**src/rtl/i2c_target.sv**
```systemverilog
// I2C target: synchronised and glitch-filtered SCL/SDA, START/STOP detection, and a
// byte-level FSM that gives a bus controller read/write access to an 8-bit register space.
module i2c_target #(
  parameter logic [6:0] DEV_ADDR    = 7'h42,
  parameter int         FILTER_LEN  = 4,
  parameter int         HOLD_CYCLES = 30
) (
  input  logic       clk_100mhz,
  input  logic       sys_rst_n,
  input  logic       scl_i,
  input  logic       sda_i,
  output logic       sda_oe,
  output logic [7:0] reg_addr,
  output logic [7:0] reg_wdata,
  output logic       reg_wr_en,
  input  logic [7:0] reg_rdata,
  output logic       busy,
  output logic       start_pulse,
  output logic       stop_pulse
);

  localparam int FW = $clog2(FILTER_LEN + 1);
  localparam int HW = $clog2(HOLD_CYCLES + 1);

  typedef enum logic [3:0] {
    IDLE, ADDR, ADDR_ACK, PTR, PTR_ACK, WR_DATA, WR_ACK, RD_DATA, RD_ACK
  } state_t;

  state_t        state;
  logic [1:0]    scl_sync, sda_sync;
  logic [FW-1:0] scl_cnt, sda_cnt;
  logic          scl_f, sda_f, scl_q, sda_q;
  logic          scl_rise, scl_fall, start_det, stop_det;
  logic [7:0]    sr;
  logic [7:0]    byte_in;
  logic [2:0]    bit_cnt;
  logic          rw;
  logic [HW-1:0] hold_cnt;
  logic          hold_arm;
  logic          oe_pend;

  // NOTE: synchronizers and filters reset to 1 (idle bus) so leaving reset never fakes an edge.
  always_ff @(posedge clk_100mhz or negedge sys_rst_n) begin
    if (!sys_rst_n) begin
      scl_sync <= 2'b11;
      sda_sync <= 2'b11;
    end else begin
      scl_sync <= {scl_sync[0], scl_i};
      sda_sync <= {sda_sync[0], sda_i};
    end
  end

  always_ff @(posedge clk_100mhz or negedge sys_rst_n) begin
    if (!sys_rst_n) begin
      scl_cnt <= '0;
      scl_f   <= 1'b1;
    end else if (scl_sync[1] == scl_f) begin
      scl_cnt <= '0;
    end else if (scl_cnt == FW'(FILTER_LEN - 1)) begin
      scl_f   <= scl_sync[1];
      scl_cnt <= '0;
    end else begin
      scl_cnt <= scl_cnt + FW'(1);
    end
  end

  always_ff @(posedge clk_100mhz or negedge sys_rst_n) begin
    if (!sys_rst_n) begin
      sda_cnt <= '0;
      sda_f   <= 1'b1;
    end else if (sda_sync[1] == sda_f) begin
      sda_cnt <= '0;
    end else if (sda_cnt == FW'(FILTER_LEN - 1)) begin
      sda_f   <= sda_sync[1];
      sda_cnt <= '0;
    end else begin
      sda_cnt <= sda_cnt + FW'(1);
    end
  end

  always_ff @(posedge clk_100mhz or negedge sys_rst_n) begin
    if (!sys_rst_n) begin
      scl_q <= 1'b1;
      sda_q <= 1'b1;
    end else begin
      scl_q <= scl_f;
      sda_q <= sda_f;
    end
  end

  assign scl_rise  = scl_f & ~scl_q;
  assign scl_fall  = ~scl_f & scl_q;
  assign start_det = scl_f & scl_q & sda_q & ~sda_f;
  assign stop_det  = scl_f & scl_q & ~sda_q & sda_f;
  assign byte_in   = {sr[6:0], sda_f};

  always_ff @(posedge clk_100mhz or negedge sys_rst_n) begin
    if (!sys_rst_n) begin
      state       <= IDLE;
      sda_oe      <= 1'b0;
      reg_addr    <= 8'h00;
      reg_wdata   <= 8'h00;
      reg_wr_en   <= 1'b0;
      busy        <= 1'b0;
      start_pulse <= 1'b0;
      stop_pulse  <= 1'b0;
      sr          <= 8'h00;
      bit_cnt     <= 3'd0;
      rw          <= 1'b0;
      hold_cnt    <= '0;
      hold_arm    <= 1'b0;
      oe_pend     <= 1'b0;
    end else begin
      start_pulse <= 1'b0;
      stop_pulse  <= 1'b0;
      reg_wr_en   <= 1'b0;
      if (reg_wr_en) reg_addr <= reg_addr + 8'd1;

      // Every SDA drive change is deferred HOLD_CYCLES clocks past the filtered SCL fall.
      if (hold_arm) begin
        if (hold_cnt == '0) begin
          sda_oe   <= oe_pend;
          hold_arm <= 1'b0;
        end else begin
          hold_cnt <= hold_cnt - HW'(1);
        end
      end

      if (start_det) begin
        state       <= ADDR;
        bit_cnt     <= 3'd0;
        busy        <= 1'b1;
        start_pulse <= 1'b1;
        sda_oe      <= 1'b0;
        hold_arm    <= 1'b0;
      end else if (stop_det) begin
        state      <= IDLE;
        busy       <= 1'b0;
        stop_pulse <= 1'b1;
        sda_oe     <= 1'b0;
        hold_arm   <= 1'b0;
      end else if (scl_rise) begin
        case (state)
          ADDR, PTR, WR_DATA: begin
            sr      <= byte_in;
            bit_cnt <= bit_cnt + 3'd1;
            if (bit_cnt == 3'd7) begin
              bit_cnt <= 3'd0;
              if (state == ADDR) begin
                if (byte_in[7:1] == DEV_ADDR) begin
                  rw    <= byte_in[0];
                  state <= ADDR_ACK;
                end else begin
                  state <= IDLE;
                end
              end else if (state == PTR) begin
                reg_addr <= byte_in;
                state    <= PTR_ACK;
              end else begin
                reg_wdata <= byte_in;
                reg_wr_en <= 1'b1;
                state     <= WR_ACK;
              end
            end
          end
          ADDR_ACK, PTR_ACK, WR_ACK: bit_cnt <= 3'd1;
          RD_DATA: begin
            sr      <= {sr[6:0], 1'b0};
            bit_cnt <= bit_cnt + 3'd1;
            if (bit_cnt == 3'd7) begin
              bit_cnt <= 3'd0;
              state   <= RD_ACK;
            end
          end
          RD_ACK: begin
            reg_addr <= reg_addr + 8'd1;
            if (sda_f) state <= IDLE;
            else       bit_cnt <= 3'd1;
          end
          default: ;
        endcase
      end else if (scl_fall) begin
        hold_arm <= 1'b1;
        hold_cnt <= HW'(HOLD_CYCLES - 2);
        oe_pend  <= 1'b0;
        case (state)
          ADDR_ACK, PTR_ACK, WR_ACK: begin
            if (bit_cnt == 3'd0) begin
              oe_pend <= 1'b1;
            end else begin
              bit_cnt <= 3'd0;
              if (state == ADDR_ACK && rw) begin
                state   <= RD_DATA;
                sr      <= reg_rdata;
                oe_pend <= ~reg_rdata[7];
              end else begin
                state <= (state == ADDR_ACK) ? PTR : WR_DATA;
              end
            end
          end
          RD_DATA: oe_pend <= ~sr[7];
          RD_ACK: begin
            if (bit_cnt == 3'd1) begin
              bit_cnt <= 3'd0;
              state   <= RD_DATA;
              sr      <= reg_rdata;
              oe_pend <= ~reg_rdata[7];
            end
          end
          default: ;
        endcase
      end
    end
  end

endmodule

```
**config.mk**
```make
export PLATFORM = sky130hd
export DESIGN_NAME = i2c_target
export DESIGN_NICKNAME = d
export VERILOG_FILES = /design/src/rtl/i2c_target.sv
export SDC_FILE = /design/constraint.sdc
export NUM_CORES = 1
export LEC_CHECK = 0
export BUFFER_PORTS_ARGS = -buffer_cell sky130_fd_sc_hd__buf_2
export CAP_MARGIN = 0
export CORE_MARGIN = 1.5
export CORE_UTILIZATION = 40
export CTS_CLUSTER_SIZE = 10
export DETAILED_ROUTE_END_ITERATION = 16
export PLACE_DENSITY = 0.55
export SETUP_SLACK_MARGIN = 0.1
export SYNTH_ARGS = -nofsm -noshare
export SYNTH_HDL_FRONTEND = slang
export SYNTH_SLANG_ARGS = --single-unit
export TNS_END_PERCENT = 30
```
**constraint.sdc**
```tcl
create_clock -name clk_100mhz -period 4.89 [get_ports clk_100mhz]
set_clock_uncertainty 0.15 [all_clocks]
set_input_delay 0.978 -clock clk_100mhz [delete_from_list [all_inputs] [get_ports clk_100mhz]]
set_output_delay 0.978 -clock clk_100mhz [all_outputs]
set_load 0.01 [all_outputs]
```
==> results of run 1 <==
-- per-layer routing --
layer  wire (um)  share of wire  up-vias
li1            -              -     1187
met3         260          0.036       13
met1        3360           0.47     1176
met5           0              0        -
met2        3350           0.47       44
met4         154          0.022        0
-- state kept, by name, summed over array words and instances (netlist names), 3 cells and up --
name and flops:
reg_addr 8, reg_wdata 8, sr 8, hold_cnt 5, state 4, bit_cnt 3
scl_cnt 3, sda_cnt 3
-- per-stage QoR --
stage,utilization,worst slack (ps)
3_5_place_dp,0.438,1680
4_1_cts,0.471,1660
5_1_grt,0.471,1410
6_report,0.471,1650
3_3_place_gp,0.438,1750
2_1_floorplan,-,2510
-- power by group through the flow --
stage | registers, mW | logic, mW | clock network [mW]
after global placement | 0.774 | 0.673 | 0
after detailed placement | 0.775 | 0.681 | 0
final | 0.770 | 0.679 | 0.555
after floorplan | 0.700 | 0.591 | 0
after global routing | 0.792 | 0.778 | 0.587
after CTS | 0.768 | 0.683 | 0.571
-- cell usage after synthesis, types with 3 or more instances --
cell / n
sky130_fd_sc_hd__ha_1: 11
sky130_fd_sc_hd__o311ai_0: 3
sky130_fd_sc_hd__nor3_1: 9
sky130_fd_sc_hd__dfrtp_1: 50
sky130_fd_sc_hd__nand3_1: 7
sky130_fd_sc_hd__nor2b_1: 7
sky130_fd_sc_hd__inv_1: 21
sky130_fd_sc_hd__o31ai_1: 3
sky130_fd_sc_hd__o22ai_1: 14
sky130_fd_sc_hd__mux2i_1: 4
sky130_fd_sc_hd__nor2_1: 20
sky130_fd_sc_hd__nor3b_1: 8
sky130_fd_sc_hd__nand2b_1: 3
sky130_fd_sc_hd__clkbuf_1: 11
sky130_fd_sc_hd__a221oi_1: 7
sky130_fd_sc_hd__nand4_1: 5
sky130_fd_sc_hd__o21ai_0: 10
sky130_fd_sc_hd__nand2_1: 17
sky130_fd_sc_hd__xnor2_1: 6
sky130_fd_sc_hd__buf_2: 5
sky130_fd_sc_hd__nand3b_1: 3
sky130_fd_sc_hd__mux2_2: 10
sky130_fd_sc_hd__a31oi_1: 6
sky130_fd_sc_hd__a21oi_1: 7
sky130_fd_sc_hd__xor2_1: 7
sky130_fd_sc_hd__a22oi_1: 5
sky130_fd_sc_hd__dfstp_2: 8
-- worst paths after layout --
path | slack (ps) | cells past startpoint | start | endpoint
hold reg to reg | 210 | 0 | scl_sync[0] | scl_sync[1]
setup reg to reg | 1650 | 5 | scl_f | reg_wdata[4]
hold / removal | 210 | 0 | scl_sync[0] | scl_sync[1]
min in group asynchronous | 420 | 1 | sys_rst_n | start_pulse
setup / recovery | 1650 | 5 | scl_f | reg_wdata[4]
max in group asynchronous | 3280 | 2 | sys_rst_n | scl_sync[1]
-- final cells by class --
| cell class | instances | share of cell area |
|---|---|---|
| clock inverters | 7 | 0.0348 |
| well taps | 102 | 0.0355 |
| repair buffers | 33 | 0.0466 |
| multi-input cells | 211 | 0.421 |
| clock buffers | 9 | 0.0344 |
| inverters | 21 | 0.0219 |
| flip-flops and latches | 58 | 0.406 |
-- cell families after synthesis --
kind of cell             synth area share
AO/OA/AOI/OAI                       0.168
multiplexers                       0.0487
XOR/XNOR                           0.0363
adder cells (fa/ha/maj)            0.0439
AND/OR/NAND/NOR                     0.187
buffers and inverters              0.0499
flip-flops                          0.466
==> impl_metrics.py, run 1 <==
metrics = {
    "power": {
        "net-switching-power_mw": 0.771,
        "power.sequential.fraction": 0.384,
        "vdd.ir_drop.worst_uv": 227,
        "power.static_leakage_nw": 1.58,
        "combinationalPowerShare": 0.339,
        "cell_internal_pwr_mw": 1.23,
        "netSwitchingFraction": 0.385,
        "power_density_nw_per_um2": 557,
        "post-layout-total-power_mw": 2.00,
        "power_frac_clock": 0.277,
    },
    "yosys": {
        "synth_top_cell_area_share": 0.399,
        "synth.net_count": 330,
        "synth_top_flop_cell": "sky130_fd_sc_hd__dfrtp_1",
        "ys_warn_count": 0,
        "post_synth_inst_count": 307,
        "synth.cell_area_sq_um": 3130,
        "synth-edff-count": 0,
        "total_of_flip_flops_plus_latches_after_synthesis": 58,
        "yosysSeqAreaShare": 0.466,
        "synth_async_sr_flop_share": 1.00,
        "synth_cell_type_count": 55,
        "synth.largest_area_cell": "sky130_fd_sc_hd__dfrtp_1",
        "synth.top_cells.by_area": "sky130_fd_sc_hd__dfrtp_1 40%, sky130_fd_sc_hd__dfstp_2 6.7%, sky130_fd_sc_hd__ha_1 4.4%",
        "syn_avg_cell_area_sq_um": 10.2,
    },
    "timing": {
        "fin_hold_ws_ps": 206,
        "timing.slew.headroom": 0.350,
        "grt_setup_unrepaired": "no",
        "setup_viol": 0,
        "transition_at_the_pin_with_the_smallest_max_transition_slack_ps": 962,
        "final_max_slew_viol_count": 0,
        "finalSetupTns_ps": 0,
        "hold_fails_final_rpt": 0,
        "max_freq_ghz": 0.308,
        "min_period_ps": 3240,
        "post-route-period-util": 0.663,
    },
    "worst_setup_path": {
        "critical-path-top-delay-family": "simple AND/OR/NAND/NOR gates",
        "critical_path.max_fanout": 18,
        "timing.critical_path.cells": "ha_1, inv_1, a21o_1, nor4b_4, mux2_2",
        "critical_path.endpoint_type": "flip-flop",
        "critical_path_required_ps": 4970,
        "crit_path_top_delay_cell": "sky130_fd_sc_hd__nor4b_4",
        "worst_path_largest_cell_delay_ps": 630,
        "cp-start-kind": "flip-flop",
        "critical_path_data_arrival_time_ps": 3320,
        "critical_path.n_buffers_inverters": 1,
        "crit_type": "reg2reg",
    },
    "route": {
        "post-route-drc-count": 0,
        "dr_total_vias": 2420,
        "routed_wire_length_per_instance_um": 16.2,
        "detail_route.iter0.violations": 116,
        "wirelength_um": 7120,
        "route.antenna.remaining_nets": 0,
        "drt_via_density": 5.49,
        "firstDrtPassIters": 4,
    },
    "floorplanning": {
        "die_width_um": 91.5,
        "floorplan.die.height_um": 91.5,
        "core_area_sq_um": 7650,
        "initial_utilization": 0.410,
        "ios": 33,
        "design.die.area_sq_um": 8370,
        "number_of_rows_in_the_core_area": 32,
    },
    "clock_network": {
        "htreeDepth": 3,
        "post_cts_buffers": 0,
        "clkSinkCount": 58,
        "cts.root.buffer_cell": "sky130_fd_sc_hd__clkbuf_8",
        "hold_fix_buffers_cts": 0,
        "post_cts_resize_count": 0,
        "tritoncts_clock_tree": "built",
        "clk_latency_ps": 350,
        "tritoncts.num_buffers": 9,
        "path_clk_slew_ps": 70,
        "cts-root-to-sink-buffers": 2,
    },
    "cells_and_area": {
        "regArea_sq_um": 1460,
        "multi_input_comb_area_sq_um": 1520,
        "stdcell_count": 441,
        "final_design_area_no_fill_sq_um": 3600,
        "antenna_cells_inserted": 0,
        "layout-area-overhead-vs-synth_pct": 14.9,
        "design.final.nets": 357,
        "most_common_library_cell_in_the_layout_ignoring_fill_and_taps": "sky130_fd_sc_hd__dfrtp_1",
        "final_cell_mix": "50 x sky130_fd_sc_hd__dfrtp_1, 32 x sky130_fd_sc_hd__buf_2, 21 x sky130_fd_sc_hd__inv_1, 20 x sky130_fd_sc_hd__nor2_1, 17 x sky130_fd_sc_hd__nand2_1",
        "share_of_cells_above_drive_strength_1": 0.218,
        "n_fill_cell": 717,
    },
    "global_route": {
        "global_route.usage.met2": 0.296,
        "antenna_violations_before_repair": 0,
        "global_route.overflow_total": 0,
        "grt_pass1_vias": 2433,
        "grt_first_pass_wirelength_um": 12100,
        "top_usage_layer": "met2",
        "grt_usage": 0.188,
        "grt_start_max_net_pins": 40,
        "grt.met1_usage": 0.241,
        "global_route.usage.met3": 0.0452,
    },
    "place": {
        "detailedPlacementHpwl_um": 5020,
        "gp_congestion": 0.802,
        "placed_area_sq_um": 3350,
        "place.port_buffers": 32,
        "placed_cells": 425,
    },
    "flow_run": {
        "max-cap-violations": 0,
    },
    "worst_hold_path": {
        "worstHoldPathType": "reg2reg",
    },
    "outcome": {
        "run_status": "finished clean",
    },
}
No activity file was read; power rests on OpenSTA's default activity.
==> run 2, diff against run 1 <==
PLACE_DENSITY = 0.57   (was 0.55)
clock period = 2.7 ns   (was 4.89 ns; I/O delays follow)
==> impl_metrics.py, run 2 (synthesized netlist as in run 1, its figures left out) <==
metrics = {
    "clock_network": {
        "htreeDepth": 3,
        "tritoncts_clock_tree": "built",
        "cts-root-to-sink-buffers": 2,
        "post_cts_resize_count": 0,
        "cts.root.buffer_cell": "sky130_fd_sc_hd__clkbuf_8",
        "clkSinkCount": 58,
        "post_cts_buffers": 0,
        "hold_fix_buffers_cts": 0,
        "path_clk_slew_ps": 70,
        "tritoncts.num_buffers": 9,
        "clk_latency_ps": 350,
    },
    "route": {
        "detail_route.iter0.violations": 246,
        "wirelength_um": 7120,
        "route.antenna.remaining_nets": 0,
        "post-route-drc-count": 0,
        "drt_via_density": 5.60,
        "dr_total_vias": 2549,
        "routed_wire_length_per_instance_um": 15.6,
        "firstDrtPassIters": 7,
    },
    "floorplanning": {
        "design.die.area_sq_um": 8370,
        "number_of_rows_in_the_core_area": 32,
        "die_width_um": 91.5,
        "floorplan.die.height_um": 91.5,
        "ios": 33,
        "initial_utilization": 0.410,
        "core_area_sq_um": 7650,
    },
    "power": {
        "power_frac_clock": 0.246,
        "net-switching-power_mw": 1.41,
        "power_density_nw_per_um2": 980,
        "netSwitchingFraction": 0.390,
        "cell_internal_pwr_mw": 2.20,
        "power.static_leakage_nw": 1.64,
        "vdd.ir_drop.worst_uv": 524,
        "power.sequential.fraction": 0.360,
        "combinationalPowerShare": 0.394,
    },
    "cells_and_area": {
        "most_common_library_cell_in_the_layout_ignoring_fill_and_taps": "sky130_fd_sc_hd__dfrtp_1",
        "n_fill_cell": 702,
        "design.final.nets": 371,
        "antenna_cells_inserted": 0,
        "share_of_cells_above_drive_strength_1": 0.249,
        "final_design_area_no_fill_sq_um": 3690,
        "layout-area-overhead-vs-synth_pct": 17.7,
        "final_core_utilization": 0.482,
        "final_cell_mix": "50 x sky130_fd_sc_hd__dfrtp_1, 32 x sky130_fd_sc_hd__buf_2, 21 x sky130_fd_sc_hd__inv_1, 20 x sky130_fd_sc_hd__nor2_1, 17 x sky130_fd_sc_hd__nand2_1",
        "top_regs": "reg_addr x8, reg_wdata x8, sr x8",
    },
    "timing": {
        "timing.slew.headroom": 0.582,
        "hold_fails_final_rpt": 0,
        "grt_setup_unrepaired": "no",
        "post-route-period-util": 0.867,
        "max_freq_ghz": 0.427,
        "min_period_ps": 2340,
        "setup_viol": 0,
        "finalSetupTns_ps": 0,
        "transition_at_the_pin_with_the_smallest_max_transition_slack_ps": 627,
        "fin_hold_ws_ps": 55.1,
        "final_max_slew_viol_count": 0,
    },
    "place": {
        "detailedPlacementHpwl_um": 5120,
        "place.port_buffers": 32,
        "placed_area_sq_um": 3470,
        "gp_congestion": 0.828,
    },
    "worst_setup_path": {
        "reg2reg_setup_slack_ps": 360,
        "critical_path_required_ps": 2780,
        "critical_path.endpoint_type": "flip-flop",
        "crit_path_top_delay_cell": "sky130_fd_sc_hd__dfstp_2",
        "critical_path_data_arrival_time_ps": 2420,
        "worst_path_largest_cell_delay_ps": 580,
        "crit_type": "reg2reg",
        "timing.critical_path.cells": "ha_1, buf_4, inv_1, a21o_1, nor4b_4, buf_4, mux2_2",
        "cp-start-kind": "flip-flop",
        "crit_top_cell": "sky130_fd_sc_hd__buf_4",
        "critical_path.max_fanout": 18,
    },
    "global_route": {
        "grt_start_max_net_pins": 35,
        "grt_pass1_vias": 2455,
        "antenna_violations_before_repair": 0,
        "grt_usage": 0.189,
        "grt_first_pass_wirelength_um": 12400,
        "global_route.overflow_total": 0,
    },
    "worst_hold_path": {
        "worstHoldPathType": "in2async",
    },
    "outcome": {
        "run_status": "finished clean",
    },
    "flow_run": {
        "max-cap-violations": 0,
    },
}
[run 2: changes by cell type in the layout (fill, tap and decap cells not counted), sizes merged]
cell,before,now
buf,33,47
clkinv,2,3
bufinv,3,2
inv,23,21
clkinvlp,0,2
[run 2: worst max-delay path, delay by kind of cell, from the launching register on]
family,cells,cell delay [ps]
flip-flops,1,580
buffers and inverters,3,490
multiplexers,1,340
AND/OR/NAND/NOR,1,260
AO/OA/AOI/OAI,1,240
adder cells (fa/ha/maj),1,160
[run 2: final timing paths]
check,start,endpoint,cells past startpoint
max,scl_f,reg_wdata[7],7
min,sys_rst_n,reg_addr[4],1
max reg2reg,scl_f,reg_wdata[7],7
min reg2reg,scl_sync[0],scl_sync[1],0
max in group asynchronous,sys_rst_n,scl_sync[0],2
min in group clk_100mhz,sda_i,sda_sync[0],1
[run 2: power groups by stage]
stage | sequential [mW] | combinational, mW | clock (mW)
6_report | 1.30 | 1.42 | 0.887
2_1_floorplan | 1.27 | 1.07 | 0
3_5_place_dp | 1.31 | 1.43 | 0
3_3_place_gp | 1.31 | 1.41 | 0
5_1_grt | 1.34 | 1.62 | 0.945
4_1_cts | 1.30 | 1.44 | 0.911
[run 2: cell type report]
type	count	area, sq um	area share
Clock buffer	9	124	0.0336
Timing Repair Buffer	47	285	0.0774
Inverter	21	78.8	0.0214
Tap cell	102	128	0.0346
Multi-Input combinational cell	211	1520	0.411
Sequential cell	58	1460	0.396
Clock inverter	7	93.8	0.0255
[run 2: metal layers]
metal | up-vias | global-route usage | wire length, um
li1 | 1217 | - | -
met5 | - | 0 | 0
met1 | 1245 | 0.260 | 3410
met4 | 0 | 0.0703 | 95
met2 | 76 | 0.284 | 3260
met3 | 11 | 0.0503 | 352
[run 2: metrics by stage]
step | std cells | setup slack [ps] | power [mW]
final | 455 | 358 | 3.61
after global routing | 455 | 145 | 3.90
after CTS | 455 | 329 | 3.65
after detailed placement | 439 | 362 | 2.74
after global placement | 439 | 369 | 2.72
after floorplan | 307 | 322 | 2.34
==> run 3, diff against run 2 <==
PLACE_DENSITY = 0.55   (was 0.57)
clock period = 3 ns   (was 2.7 ns; I/O delays follow)
==> impl_metrics.py, run 3 (synthesized netlist as in run 1, its figures left out) <==
metrics = {
    "global_route": {
        "global_route.overflow_total": 0,
        "antenna_violations_before_repair": 0,
        "grt_pass1_vias": 2363,
        "grt_usage": 0.184,
        "grt_first_pass_wirelength_um": 12000,
        "grt_start_max_net_pins": 23,
    },
    "worst_hold_path": {
        "worstHoldPathType": "in2async",
    },
    "clock_network": {
        "htreeDepth": 3,
        "cts-root-to-sink-buffers": 2,
        "path_clk_slew_ps": 70,
        "post_cts_buffers": 0,
        "hold_fix_buffers_cts": 0,
        "cts.root.buffer_cell": "sky130_fd_sc_hd__clkbuf_8",
        "clk_latency_ps": 340,
        "tritoncts.num_buffers": 9,
        "clkSinkCount": 58,
        "post_cts_resize_count": 0,
        "tritoncts_clock_tree": "built",
    },
    "worst_setup_path": {
        "critical-path-top-delay-family": "simple AND/OR/NAND/NOR gates",
        "worst_path_largest_cell_delay_ps": 760,
        "crit_path_top_delay_cell": "sky130_fd_sc_hd__or4b_1",
        "timing.critical_path.cells": "or4b_1, a211oi_1, o2111ai_1, xor2_1, mux2i_1",
        "crit_type": "reg2reg",
        "timing.reg2reg.worst_path_depth": 5,
        "critical_path_required_ps": 3070,
        "critical_path.endpoint_type": "flip-flop",
        "critical_path.n_buffers_inverters": 0,
        "cp-start-kind": "flip-flop",
        "critical_path_data_arrival_time_ps": 2590,
        "critical_path.max_fanout": 16,
        "crit-reg2reg-capture": "reg_addr[3]",
        "reg2reg_setup_slack_ps": 480,
        "worst_r2r_startpoint": "state[2]",
    },
    "flow_run": {
        "max-cap-violations": 0,
    },
    "cells_and_area": {
        "design.final.nets": 364,
        "share_of_cells_above_drive_strength_1": 0.234,
        "final_core_utilization": 0.476,
        "layout-area-overhead-vs-synth_pct": 16.2,
        "n_fill_cell": 719,
        "most_common_library_cell_in_the_layout_ignoring_fill_and_taps": "sky130_fd_sc_hd__dfrtp_1",
        "final_cell_mix": "50 x sky130_fd_sc_hd__dfrtp_1, 32 x sky130_fd_sc_hd__buf_2, 21 x sky130_fd_sc_hd__inv_1, 20 x sky130_fd_sc_hd__nor2_1, 17 x sky130_fd_sc_hd__nand2_1",
        "stdcell_count": 448,
        "top_regs": "reg_addr x8, reg_wdata x8, sr x8",
        "antenna_cells_inserted": 0,
    },
    "floorplanning": {
        "initial_utilization": 0.410,
        "die_width_um": 91.5,
        "design.die.area_sq_um": 8370,
        "number_of_rows_in_the_core_area": 32,
        "floorplan.die.height_um": 91.5,
        "core_area_sq_um": 7650,
        "ios": 33,
    },
    "place": {
        "place.port_buffers": 32,
        "detailedPlacementHpwl_um": 5190,
        "gp_congestion": 0.852,
        "placed_cells": 432,
    },
    "power": {
        "power_density_nw_per_um2": 898,
        "vdd.ir_drop.worst_uv": 453,
        "power.static_leakage_nw": 1.61,
        "post-layout-total-power_mw": 3.27,
    },
    "timing": {
        "hold_fails_final_rpt": 0,
        "min_period_ps": 2520,
        "grt_setup_unrepaired": "no",
        "final_max_slew_viol_count": 0,
        "post-route-period-util": 0.841,
        "fin_hold_ws_ps": 65.9,
        "timing.slew.headroom": 0.352,
        "transition_at_the_pin_with_the_smallest_max_transition_slack_ps": 960,
        "max_freq_ghz": 0.397,
        "finalSetupTns_ps": 0,
        "setup_viol": 0,
    },
    "route": {
        "detail_route.iter0.violations": 172,
        "routed_wire_length_per_instance_um": 16.0,
        "post-route-drc-count": 0,
        "dr_total_vias": 2433,
        "route.antenna.remaining_nets": 0,
        "firstDrtPassIters": 5,
        "drt_via_density": 5.43,
        "wirelength_um": 7160,
    },
    "outcome": {
        "run_status": "finished clean",
    },
}
## run 3: cell types whose count changed in the layout (fill, tap and decap cells not counted), sizes merged
| cell | change |
|---|---|
| clkbuf | +3 |
| clkinvlp | -1 |
| buf | -7 |
| clkinv | -2 |
## run 3: final cells by class
| cell class | instances | area [sq um] | area share |
|---|---|---|---|
| Multi-Input combinational cell | 211 | 1520 | 0.416 |
| Sequential cell | 58 | 1460 | 0.401 |
| Inverter | 21 | 78.8 | 0.0216 |
| Clock inverter | 4 | 72.6 | 0.0199 |
| Tap cell | 102 | 128 | 0.0351 |
| Clock buffer | 12 | 165 | 0.0454 |
| Timing Repair Buffer | 40 | 220 | 0.0605 |
## run 3: how the worst max path moves through the flow
| stage | startpoint | end | slack [ps] | cells past startpoint |
|---|---|---|---|---|
| floorplan | scl_f | reg_wdata[0] | 620 | 7 |
| global placement | state[2] | reg_addr[3] | 440 | 5 |
| detailed placement | scl_f | reg_wdata[5] | 470 | 5 |
| CTS | state[2] | reg_addr[3] | 460 | 5 |
| global route | state[2] | reg_addr[3] | 310 | 5 |
| finish | state[2] | reg_addr[3] | 480 | 5 |
## run 3: per-layer routing
metal,track usage,part of all wire,up-vias,wire length [um]
met5,0,0,-,0
met3,0.0452,0.031,5,225
met4,0.0729,0.013,0,91
met2,0.266,0.45,49,3200
li1,-,-,1194,-
met1,0.263,0.51,1185,3640
## run 3: stage by stage
| step | worst slack, ps | area, sq um |
|---|---|---|
| final | 478 | 3640 |
| after global routing | 311 | 3640 |
| after CTS | 460 | 3640 |
| after detailed placement | 471 | 3400 |
| after global placement | 438 | 3400 |
| after floorplan | 622 | 3130 |
## run 3: power breakdown
group,internal [mW],leakage (nW),switching [mW]
Sequential,0.985,0.742,0.257
Combinational,0.503,0.748,0.678
Clock,0.534,0.119,0.311
